===== src/rtl/usr_pkg.sv =====
// Shared definitions for universal_shift_register: op encodings, FSM state
// encoding and op-class predicates.
package usr_pkg;

  localparam logic [2:0] OP_NOP   = 3'b000;
  localparam logic [2:0] OP_LOAD  = 3'b001;
  localparam logic [2:0] OP_CLEAR = 3'b010;
  localparam logic [2:0] OP_SHL   = 3'b011;
  localparam logic [2:0] OP_SHR   = 3'b100;
  localparam logic [2:0] OP_ROL   = 3'b101;
  localparam logic [2:0] OP_ROR   = 3'b110;
  localparam logic [2:0] OP_ASR   = 3'b111;

  localparam logic [1:0] ST_IDLE = 2'b00;
  localparam logic [1:0] ST_RUN  = 2'b01;
  localparam logic [1:0] ST_DONE = 2'b10;

  // Left-type ops shift data out of the MSB, so serial-out taps q[WIDTH-1].
  function automatic logic is_left_op(input logic [2:0] op);
    case (op)
      OP_SHL:  return 1'b1;
      OP_ROL:  return 1'b1;
      default: return 1'b0;
    endcase
  endfunction

  function automatic logic is_shift_op(input logic [2:0] op);
    case (op)
      OP_SHL, OP_SHR, OP_ROL, OP_ROR, OP_ASR: return 1'b1;
      default:                                return 1'b0;
    endcase
  endfunction

endpackage


===== src/rtl/usr_shift_unit.sv =====
// Combinational next-value generator for universal_shift_register.
// UNIVERSAL_SHIFT_REGISTER_BARREL_EN selects a full-amount barrel network over single-bit steps.
module usr_shift_unit
  import usr_pkg::*;
#(
  parameter int WIDTH = 8,
  parameter int AMT_W = 3
) (
  input  logic [WIDTH-1:0] q,
  input  logic [2:0]       op,
  input  logic             si,
  input  logic [WIDTH-1:0] d,
  input  logic [AMT_W-1:0] amt,
  output logic [WIDTH-1:0] nxt
);

  localparam logic [WIDTH-1:0] ZERO_W = {WIDTH{1'b0}};
  localparam logic [AMT_W-1:0] ZERO_A = {AMT_W{1'b0}};

`ifdef UNIVERSAL_SHIFT_REGISTER_BARREL_EN
  localparam logic [WIDTH-1:0] ONES_W = {WIDTH{1'b1}};

  logic [31:0]        rot_s;
  logic [2*WIDTH-1:0] dbl_l_s;
  logic [2*WIDTH-1:0] dbl_r_s;

  // Rotates only need amt mod WIDTH; the doubled word turns them into plain shifts.
  always_comb begin
    rot_s   = 32'(amt) % 32'(WIDTH);
    dbl_l_s = {q, q} << rot_s;
    dbl_r_s = {q, q} >> rot_s;
  end

  // Full-amount result; vacated logical-shift bits are filled with si.
  always_comb begin
    nxt = q;
    case (op)
      OP_NOP:   nxt = q;
      OP_LOAD:  nxt = d;
      OP_CLEAR: nxt = ZERO_W;
      OP_SHL:   nxt = (q << amt) | (si ? ~(ONES_W << amt) : ZERO_W);
      OP_SHR:   nxt = (q >> amt) | (si ? ~(ONES_W >> amt) : ZERO_W);
      OP_ROL:   nxt = dbl_l_s[2*WIDTH-1:WIDTH];
      OP_ROR:   nxt = dbl_r_s[WIDTH-1:0];
      OP_ASR:   nxt = $unsigned($signed(q) >>> amt);
      default:  nxt = q;
    endcase
  end
`else
  logic hold_s;

  // A zero amount leaves q untouched; otherwise one single-bit step.
  always_comb begin
    hold_s = (amt == ZERO_A);
    nxt    = q;
    case (op)
      OP_NOP:   nxt = q;
      OP_LOAD:  nxt = d;
      OP_CLEAR: nxt = ZERO_W;
      OP_SHL:   nxt = hold_s ? q : {q[WIDTH-2:0], si};
      OP_SHR:   nxt = hold_s ? q : {si, q[WIDTH-1:1]};
      OP_ROL:   nxt = hold_s ? q : {q[WIDTH-2:0], q[WIDTH-1]};
      OP_ROR:   nxt = hold_s ? q : {q[0], q[WIDTH-1:1]};
      OP_ASR:   nxt = hold_s ? q : {q[WIDTH-1], q[WIDTH-1:1]};
      default:  nxt = q;
    endcase
  end
`endif

endmodule


===== src/rtl/universal_shift_register.sv =====
// WIDTH-bit universal shift register with start/busy/done handshake.
// Define UNIVERSAL_SHIFT_REGISTER_BARREL_EN for single-cycle barrel shifts.
module universal_shift_register
  import usr_pkg::*;
#(
  parameter int WIDTH = 8,
  parameter int AMT_W = 3
) (
  input  logic             clk,
  input  logic             reset_n,
  input  logic             start,
  input  logic [2:0]       op,
  input  logic [AMT_W-1:0] amt,
  input  logic             si,
  input  logic [WIDTH-1:0] d,
  output logic [WIDTH-1:0] q,
  output logic             so,
  output logic             busy,
  output logic             done
);

  localparam logic [AMT_W-1:0] ONE_A  = {{(AMT_W-1){1'b0}}, 1'b1};
  localparam logic [AMT_W-1:0] ZERO_A = {AMT_W{1'b0}};

  logic [1:0]       state_r;
  logic [2:0]       op_r;
  logic [AMT_W-1:0] cnt_r;
  logic [WIDTH-1:0] q_r;
  logic             busy_r;
  logic             done_r;

  logic             accept_s;
  logic             multi_s;
  logic [2:0]       op_sel_s;
  logic [AMT_W-1:0] amt_sel_s;
  logic [WIDTH-1:0] nxt_s;

  // In RUN the remaining count (always >= 1) keeps the shift unit stepping.
  always_comb begin
    accept_s = start && (state_r != ST_RUN);
    if (accept_s) begin
      op_sel_s  = op;
      amt_sel_s = amt;
    end else begin
      op_sel_s  = op_r;
      amt_sel_s = cnt_r;
    end
`ifdef UNIVERSAL_SHIFT_REGISTER_BARREL_EN
    multi_s = 1'b0;
`else
    multi_s = is_shift_op(op) && (amt > ONE_A);
`endif
  end

  usr_shift_unit #(
    .WIDTH(WIDTH),
    .AMT_W(AMT_W)
  ) u_shift (
    .q   (q_r),
    .op  (op_sel_s),
    .si  (si),
    .d   (d),
    .amt (amt_sel_s),
    .nxt (nxt_s)
  );

  // FSM, step counter and data register.
  always_ff @(posedge clk or negedge reset_n) begin
    if (!reset_n) begin
      state_r <= ST_IDLE;
      op_r    <= OP_NOP;
      cnt_r   <= ZERO_A;
      q_r     <= {WIDTH{1'b0}};
      busy_r  <= 1'b0;
      done_r  <= 1'b0;
    end else if (accept_s) begin
      op_r <= op;
      q_r  <= nxt_s;
      if (multi_s) begin
        state_r <= ST_RUN;
        cnt_r   <= amt - ONE_A;
        busy_r  <= 1'b1;
        done_r  <= 1'b0;
      end else begin
        state_r <= ST_DONE;
        cnt_r   <= ZERO_A;
        busy_r  <= 1'b0;
        done_r  <= 1'b1;
      end
    end else if (state_r == ST_RUN) begin
      q_r   <= nxt_s;
      cnt_r <= cnt_r - ONE_A;
      if (cnt_r == ONE_A) begin
        state_r <= ST_DONE;
        busy_r  <= 1'b0;
        done_r  <= 1'b1;
      end else begin
        state_r <= ST_RUN;
        busy_r  <= 1'b1;
        done_r  <= 1'b0;
      end
    end else begin
      state_r <= ST_IDLE;
      busy_r  <= 1'b0;
      done_r  <= 1'b0;
    end
  end

  assign q    = q_r;
  assign busy = busy_r;
  assign done = done_r;
  assign so   = is_left_op(op_r) ? q_r[WIDTH-1] : q_r[0];

endmodule


===== config.mk =====
export PLATFORM = sky130hd
export DESIGN_NAME = universal_shift_register
export DESIGN_NICKNAME = d
export VERILOG_FILES = /design/src/rtl/usr_pkg.sv /design/src/rtl/usr_shift_unit.sv /design/src/rtl/universal_shift_register.sv
export SDC_FILE = /design/constraint.sdc
export NUM_CORES = 1
export LEC_CHECK = 0
export ABC_AREA = 1
export CORE_ASPECT_RATIO = 0.7
export CORE_MARGIN = 2
export CORE_UTILIZATION = 35
export DETAILED_ROUTE_END_ITERATION = 12
export GPL_TIMING_DRIVEN = 0
export PLACE_DENSITY = 0.58
export SLEW_MARGIN = 5
export SYNTH_ARGS = -nofsm -noshare
export SYNTH_HDL_FRONTEND = slang
export SYNTH_SLANG_ARGS = --single-unit

===== constraint.sdc =====
create_clock -name clk -period 4.4 [get_ports clk]
set_input_delay 0.88 -clock clk [delete_from_list [all_inputs] [get_ports clk]]
set_output_delay 0.88 -clock clk [all_outputs]
set_load 0.01 [all_outputs]

Word-level counts from Yosys, hierarchy flattened. Index checks and enable logic that the tools add are counted.

Word-level logic and storage cells: 61. Output and inout bits: 11. Bits in registers: 18. Input bits: 18.

Muxes and demuxes: 28. Eq/ne operators: 17. Magnitude comparators: 1. Add/sub/neg operators: 2. Reductions and logical operators: 7.

Operators with widths (count): $pmux 8 s8 (1); $mux 8 (6); $eq 3x3->1 const B (9); $mux 3 (5); $eq 3x2->1 const B (4); $mux 1 (11); $mux 2 (4); $mux 7 (1); $eq 3x1->1 const B (2); $logic_not 3->1 (2); $sub 3x1->3 const B (2); $reduce_or 5->1 (1); $gt 3x1->1 const B (1); $eq 2x1->1 const B (1); $logic_and 1x1->1 (2); $ne 2x1->1 const B (1); $reduce_bool 2->1 (1); $reduce_or 2->1 (1).

Longest topological paths before layout. Gate-level depths: netlist of run 1.

Depth after elaboration: 8. Depth in mapped cells: 14. Gate-level depth less buffers: 13.

Modules after synthesis. A second synthesis of run 1 with hierarchy kept.

Cell total of the unflattened synthesis: 225. Area, all modules: 1341.3 um^2.

Modules (own cells, without submodules): universal_shift_register (cells each 110, area each 863.3 um^2, instances 1, sequential area each 400.4 um^2); usr_shift_unit (cells each 115, area each 478.0 um^2, instances 1, sequential area each 0.0 um^2).

Least setup slack after synthesis of run 1. No wires, ideal clock.

Path kind: input to register. Start point: in start. End point: reg q_r[0] (netlist: q[0]). Slack: 2.552 ns. Buffers on the path: 2. Data arrival time: 1.730 ns. Setup time: 0.117 ns. Required time: 4.283 ns. Stages: 12. Cells stage by stage: nand2_2 -> buf_6 -> nand2_2 -> nand2_4 -> nand3_2 -> nand2_2 -> inv_2 -> nand2_4 -> buf_6 -> inv_1 -> nand3_1 -> nand2_1.

Word-level cells in the longest chain between the ends: 7. Elaborated cells between the ends (all ways): 21. Classes of those cells: eq/ne (7); mux (10); reduce/logical (4).

Ends and longest elaborated chain: start: declaration (RTL line universal_shift_register.sv:11) `input logic start,`; $logic_and 1x1->1 * (RTL line universal_shift_register.sv:40) `accept_s = start && (state_r != ST_RUN);`; $mux 3 (RTL line universal_shift_register.sv:41) `if (accept_s) begin`; $logic_not 3->1 (RTL line usr_shift_unit.sv:54) `hold_s = (amt == ZERO_A);`; $mux 7 (tied with other cells) (RTL line usr_shift_unit.sv:64) `OP_ASR: nxt = hold_s ? q : {q[WIDTH-1], q[WIDTH-1:1]};`; $pmux 8 s8 (RTL line usr_shift_unit.sv:56) `case (op)`; $mux 8 (RTL line universal_shift_register.sv:90) `end else if (state_r == ST_RUN) begin`; $mux 8 (RTL line universal_shift_register.sv:76) `end else if (accept_s) begin`; end signal: assignment (RTL line universal_shift_register.sv:73) `q_r <= {WIDTH{1'b0}};`; end signal: assignment (RTL line universal_shift_register.sv:78) `q_r <= nxt_s;`; end signal: assignment (RTL line universal_shift_register.sv:91) `q_r <= nxt_s;`; end: declaration (RTL line universal_shift_register.sv:28) `logic [WIDTH-1:0] q_r;`.

Mark *: on every way between the ends. The rest lies on a longest branch, timed or not. The select of a mux whose other input is x is not followed. A chain may end at the register's enable or synchronous reset.

Worst setup path after layout of run 1.
Start point: reg op_r[1]. End point: out so.

Word-level cells in the longest chain between the ends: 4. Elaborated cells between the ends (all ways): 5. Classes of those cells: eq/ne (2); mux (2); reduce/logical (1).

Ends and longest elaborated chain: start: declaration (RTL line universal_shift_register.sv:26) `logic [2:0] op_r;`; start signal: assignment (RTL line universal_shift_register.sv:77) `op_r <= op;`; $eq 3x3->1 or $eq 3x2->1 (tied branches) (RTL line usr_pkg.sv:20) `case (op)`; $reduce_or 2->1 (no line) *; $mux 1 * (RTL line usr_pkg.sv:20); $mux 1 * (RTL line universal_shift_register.sv:112) `assign so = is_left_op(op_r) ? q_r[WIDTH-1] : q_r[0];`; end: declaration (RTL line universal_shift_register.sv:17) `output logic so,`.

Mark *: on every way between the ends. The rest lies on a longest branch, timed or not.

==> results.toml, run 1 <==
[outcome]
outcome = "complete, no violations"

[flow_run]
cap_violations = 0

[finish]
drive_above_1_share_pct = 13.3
fin_nets = 241
insertedDiodeCount = 0
layout_common_cells = "nand2_1 (66), clkdlybuf4s50_1 (28), inv_1 (23)"
final_common_cell = "nand2_1"
syn2layout_area_growth_pct = 31.8

[floorplanning]
dieArea_um2 = 4080
rows = 18
io_pins = 29
initial_core_util_pct = 36.1
die_x_um = 75.5
die-height_um = 54.0
core_um2 = 3470

[sta]
finalClockSkew_ns = 0.00491
tightest_slew_ns = 0.762
finalHoldViolCount = 0
final-max-slew-violation-count = 0
setup_viol = 0
fin_crit_sh_pct = 57.7
fmax_mhz = 394
setup_ws_ns = 1.86
rsz0062_at_grt = "no"
setup_tns_ns = 0
maxSlewHeadroom_pct = 49.0
fin_crit_ns = 2.54

[synthesis]
yosysWarnings = 0
avgSynthCellArea_um2 = 6.73
synth_seq_cells = 16
ys_types = 23
mappedNetlistArea_um2 = 1250
seq_area_frac_synth_pct = 32.0
synthCells = 186
syn_nets = 208

[placement]
port_buffers = 28
hpwl_mm = 2.24
post-place-ws_ns = 1.80
gp_congestion = 0.759

[clocking]
clock_latency_ns = 0.25
post-cts-setup-buffers = 0
cts.sinks = 16
clk_pin_slew_ns = 0.07
htreeDepth = 1
cts_tree = "built"
clockRootBuffer = "clkbuf_8"
ctsHoldBuffers = 0
cts_made_buffers = 3
cts_resized = 0
clk_path_buf_depth = 2

[setup_path]
cp_slowest_stage_delay_ns = 0.55
cp_top_family = "buffers and inverters"
crit_slowest_cell = "clkdlybuf4s50_1"
path_max_fanout = 4
crit_top_cell = "o21ai_0"
end_kind = "output pin"
required_ns = 3.52
critical_path_buf_inv_count = 1
path_class = "register to output pin"
timing.rr.start = "done"
worstPathArrival_ns = 1.66
reg2reg_to = "q[0]"
ff2ff_setup_slack_ns = 2.71
path_cells = "a21oi_1 > o21ai_0 > o21ai_0 > clkdlybuf4s50_1"
start_kind = "register"
r2r_cells = 14

[global_route]
grt_pass1_vias = 1093
grt-ovfl-total = 0
grt_pass1_wl_mm = 4.91
grt_antenna_before_repair = 0
grtUsageTotal_pct = 15.9
grt_max_degree = 17

[hold_path]
hold_class = "register to register"
hold_start = "q[1]"
hold_end = "q[1]"
whs_path_depth = 2

[detailed_routing]
wire_per_inst_um = 10.9
drc_errors = 0
via_per_inst = 4.48
ant_nets = 0
drt_pass1_iterations = 4
vias = 1200
drt_iter0_drc = 49
wl_mm = 2.91

[power]
ir_drop_v = 0.000211
leakage_nw = 0.867
powerDensity_nw_per_um2 = 648
## routing by layer
metal | part of all wire [%] | wire length, um | GRT usage (%) | vias to the layer above
met5 | 0 | 0 | 0 | -
met4 | 0.65 | 19 | 1.75 | 0
met3 | 2.7 | 80 | 3.93 | 2
met2 | 43 | 1260 | 25.1 | 19
met1 | 53 | 1560 | 22.7 | 534
li1 | - | - | - | 645
## worst max-delay path by stage
stage	startpoint	to	slack, ns	depth (start not counted)
floorplan	start	q[0]	2.55	12
global placement	start	q[0]	1.83	13
detailed placement	start	q[0]	1.80	13
CTS	op_r[1]	so	1.84	4
global route	op_r[1]	so	1.67	4
finish	op_r[1]	so	1.86	4
## cell type report
| cell class | instances | area [um^2] |
|---|---|---|
| buffer | 4 | 41.3 |
| clock buffer | 4 | 55.1 |
| fill | 369 | 1820 |
| inverter | 26 | 97.6 |
| multi-input combinational | 140 | 712 |
| sequential | 16 | 400 |
| tap | 50 | 62.6 |
| timing repair buffer | 28 | 280 |
## registers in the layout, summed over array words and instances, names as in the netlist
| register | flops |
|---|---|
| q | 8 |
| busy | 1 |
| op_r | 3 |
| done | 1 |
| cnt_r | 3 |
## power by group
group	switching, mW	internal [mW]
clock network	0.0522	0.0794
logic	0.376	0.280
registers	0.0674	0.213
## cells in the mapped netlist
cell / count / area (um^2)
nand2_4: 7 / 78.8
o31ai_1: 1 / 7.51
buf_4: 1 / 7.51
nor2_2: 3 / 18.8
nand3b_1: 2 / 15.0
ha_1: 4 / 50.1
a21oi_1: 3 / 15.0
o21ai_1: 1 / 5.00
o22ai_1: 1 / 6.26
inv_1: 23 / 86.3
buf_6: 3 / 33.8
nor2_1: 16 / 60.1
nand3_2: 1 / 10.0
dfrtp_1: 16 / 400
xor2_1: 1 / 8.76
inv_2: 3 / 11.3
nand2_1: 66 / 248
o221ai_1: 1 / 8.76
nand2_2: 7 / 43.8
nand3_1: 17 / 85.1
o21ai_0: 6 / 30.0
o211ai_1: 2 / 15.0
a31oi_1: 1 / 6.26
## worst reg2reg max path: cells and delay by family (launching register included)
kind / cells / cell delay, ns
DFF: 1 / 0.38
and+or+nand+nor: 9 / 0.74
buffers and inverters: 5 / 0.50
## stage by stage
step	hold WS [ns]	util [%]	std cells	cell area (um^2)	total power, mW
finish	0.545	47.5	268	1650	1.07
global route	0.577	47.5	268	1650	1.18
CTS	0.544	47.5	268	1650	1.08
detailed placement	0.527	46.0	264	1590	0.939
global placement	0.527	46.0	264	1590	0.925
floorplan	0.506	-	186	1250	0.731
## cells by family after synthesis
logic type               count (synthesis)  synth area share, %
AO/OA/AOI/OAI                           16                 7.50
XOR/XNOR                                 1                0.700
adder cells (fa/ha/maj)                  4                 4.00
buffers and inverters                   30                 11.1
flip-flops                              16                 32.0
AND/OR/NAND/NOR                        119                 44.7
Note: power is estimated with default switching activity, not from simulation.
==> inputs of run 2 (changes only) <==
- PLACE_DENSITY: 0.58 -> 0.61
- clock period: 4.4 -> 2.28 ns (I/O delays scaled with it)
==> run 2 against run 1 <==
First-iteration DRC count increased by 49%. Combinational power increased by 92%. Utilization unchanged. Worst setup slack got worse by 1.7 ns. Critical endpoint unchanged. Largest cell class unchanged.
==> results.toml, run 2 (synthesis results as in run 1) <==
[detailed_routing]
dr_wl_met2_mm = 1.18
met3_length_um = 93
via_per_inst = 4.41
wl_mm = 2.81
vias = 1182
drt_iter0_drc = 73
drc_errors = 0
ant_nets = 0
met1_length_mm = 1.51
wire_per_inst_um = 10.5
highest_layer = "met4"
drt_pass1_iterations = 4

[global_route]
grt_max_degree = 17
grt_pass1_vias = 1101
grt_antenna_before_repair = 0
grt-ovfl-total = 0
grt_pass1_wl_mm = 4.92
grtUsageTotal_pct = 16.2

[sta]
fin_crit_ns = 2.11
fin_crit_sh_pct = 92.6
finalHoldViolCount = 0
finalClockSkew_ns = 0.0102
final-max-slew-violation-count = 0
maxSlewHeadroom_pct = 50.2
setup_viol = 0
tightest_slew_ns = 0.745
setup_tns_ns = 0
fmax_mhz = 474
hold_slack_ns = 0.542
rsz0062_at_grt = "no"

[hold_path]
hold_start = "q[3]"
hold_class = "register to register"
whs_path_depth = 2

[setup_path]
required_ns = 1.82
crit_top_cell = "o21ai_0"
cp_slowest_stage_delay_ns = 0.55
path_class = "register to output pin"
path_max_fanout = 4
timing.rr.start = "done"
r2r_cells = 14
crit_slowest_cell = "clkdlybuf4s50_1"
end_kind = "output pin"
critPathLaunch = "op_r[1]"
start_kind = "register"
worstPathArrival_ns = 1.66
path_cells = "a21oi_1 > o21ai_0 > o21ai_0 > clkdlybuf4s50_1"

[floorplanning]
core_um2 = 3470
initial_core_util_pct = 36.1
die_x_um = 75.5
dieArea_um2 = 4080
io_pins = 29
die-height_um = 54.0
rows = 18

[power]
ir_drop_v = 0.000503
powerDensity_nw_per_um2 = 1250
leakage_nw = 0.867

[placement]
gp_congestion = 0.771
port_buffers = 28
hpwl_mm = 2.22

[finish]
fin_nets = 241
multi_input_area_um2 = 712
drive_above_1_share_pct = 13.3
largest_reg_flops = 8
final_common_cell = "nand2_1"
layout_common_cells = "nand2_1 (66), clkdlybuf4s50_1 (28), inv_1 (23)"
regArea_um2 = 400
syn2layout_area_growth_pct = 31.8
insertedDiodeCount = 0
n_fill_cell = 382

[clocking]
htreeDepth = 1
cts_resized = 0
ctsHoldBuffers = 0
post-cts-setup-buffers = 0
cts_made_buffers = 3
cts_tree = "built"
cts.sinks = 16
clockRootBuffer = "clkbuf_8"
clock_latency_ns = 0.26
clk_path_buf_depth = 2
clk_pin_slew_ns = 0.07

[flow_run]
cap_violations = 0

[outcome]
outcome = "complete, no violations"
run 2: cell counts in the layout (fill, tap and decap cells not counted):
No cell type changed its count.
run 2: path summary, 6_finish.rpt:
path / end / slack (ns)
min in group asynchronous: q[2] / 0.63
min reg2reg: q[3] / 0.54
max in group asynchronous: q[4] / 1.17
min: q[3] / 0.54
max: so / 0.17
max reg2reg: q[0] / 0.58
run 2: power by group:
group	switching (mW)	internal (mW)	leakage, nW	total (mW)
Combinational	0.723	0.540	0.638	1.26
Clock	0.104	0.153	0.0288	0.258
Sequential	0.126	0.412	0.200	0.537
run 2: cell type report:
| cell class | count | area share, % |
|---|---|---|
| plain buffers | 4 | 2.50 |
| clock buffers | 4 | 3.34 |
| inverters | 26 | 5.92 |
| multi-input cells | 140 | 43.2 |
| flip-flops and latches | 16 | 24.3 |
| well taps | 50 | 3.79 |
| repair buffers | 28 | 17.0 |
run 2: worst max-delay path, delay by kind of cell, from the launching register on:
| kind | cells | cell delay [ns] |
|---|---|---|
| AOI/OAI and AO/OA | 3 | 0.42 |
| buffers and inverters | 1 | 0.55 |
| DFF | 1 | 0.43 |
run 2: metrics by stage:
step | instances | instance area (um^2) | total power, mW | util [%] | setup WS [ns]
finish | 268 | 1650 | 2.06 | 47.5 | 0.168
global route | 268 | 1650 | 2.27 | 47.5 | 0.0578
CTS | 268 | 1650 | 2.08 | 47.5 | 0.158
detailed placement | 264 | 1590 | 1.81 | 46.0 | 0.0898
global placement | 264 | 1590 | 1.80 | 46.0 | 0.0988
floorplan | 186 | 1250 | 1.41 | - | 0.727
run 2: routing by layer:
layer / track usage, % / up-vias
met4: 5.85 / 0
li1: - / 645
met1: 23.7 / 520
met2: 22.3 / 15
met5: 0 / -
met3: 4.68 / 2
==> inputs of run 3 (changes only) <==
- HOLD_SLACK_MARGIN: default -> 0.03
==> results of run 3 <==
Same layout as run 2: the final DEF is identical, and so are final timing and power.
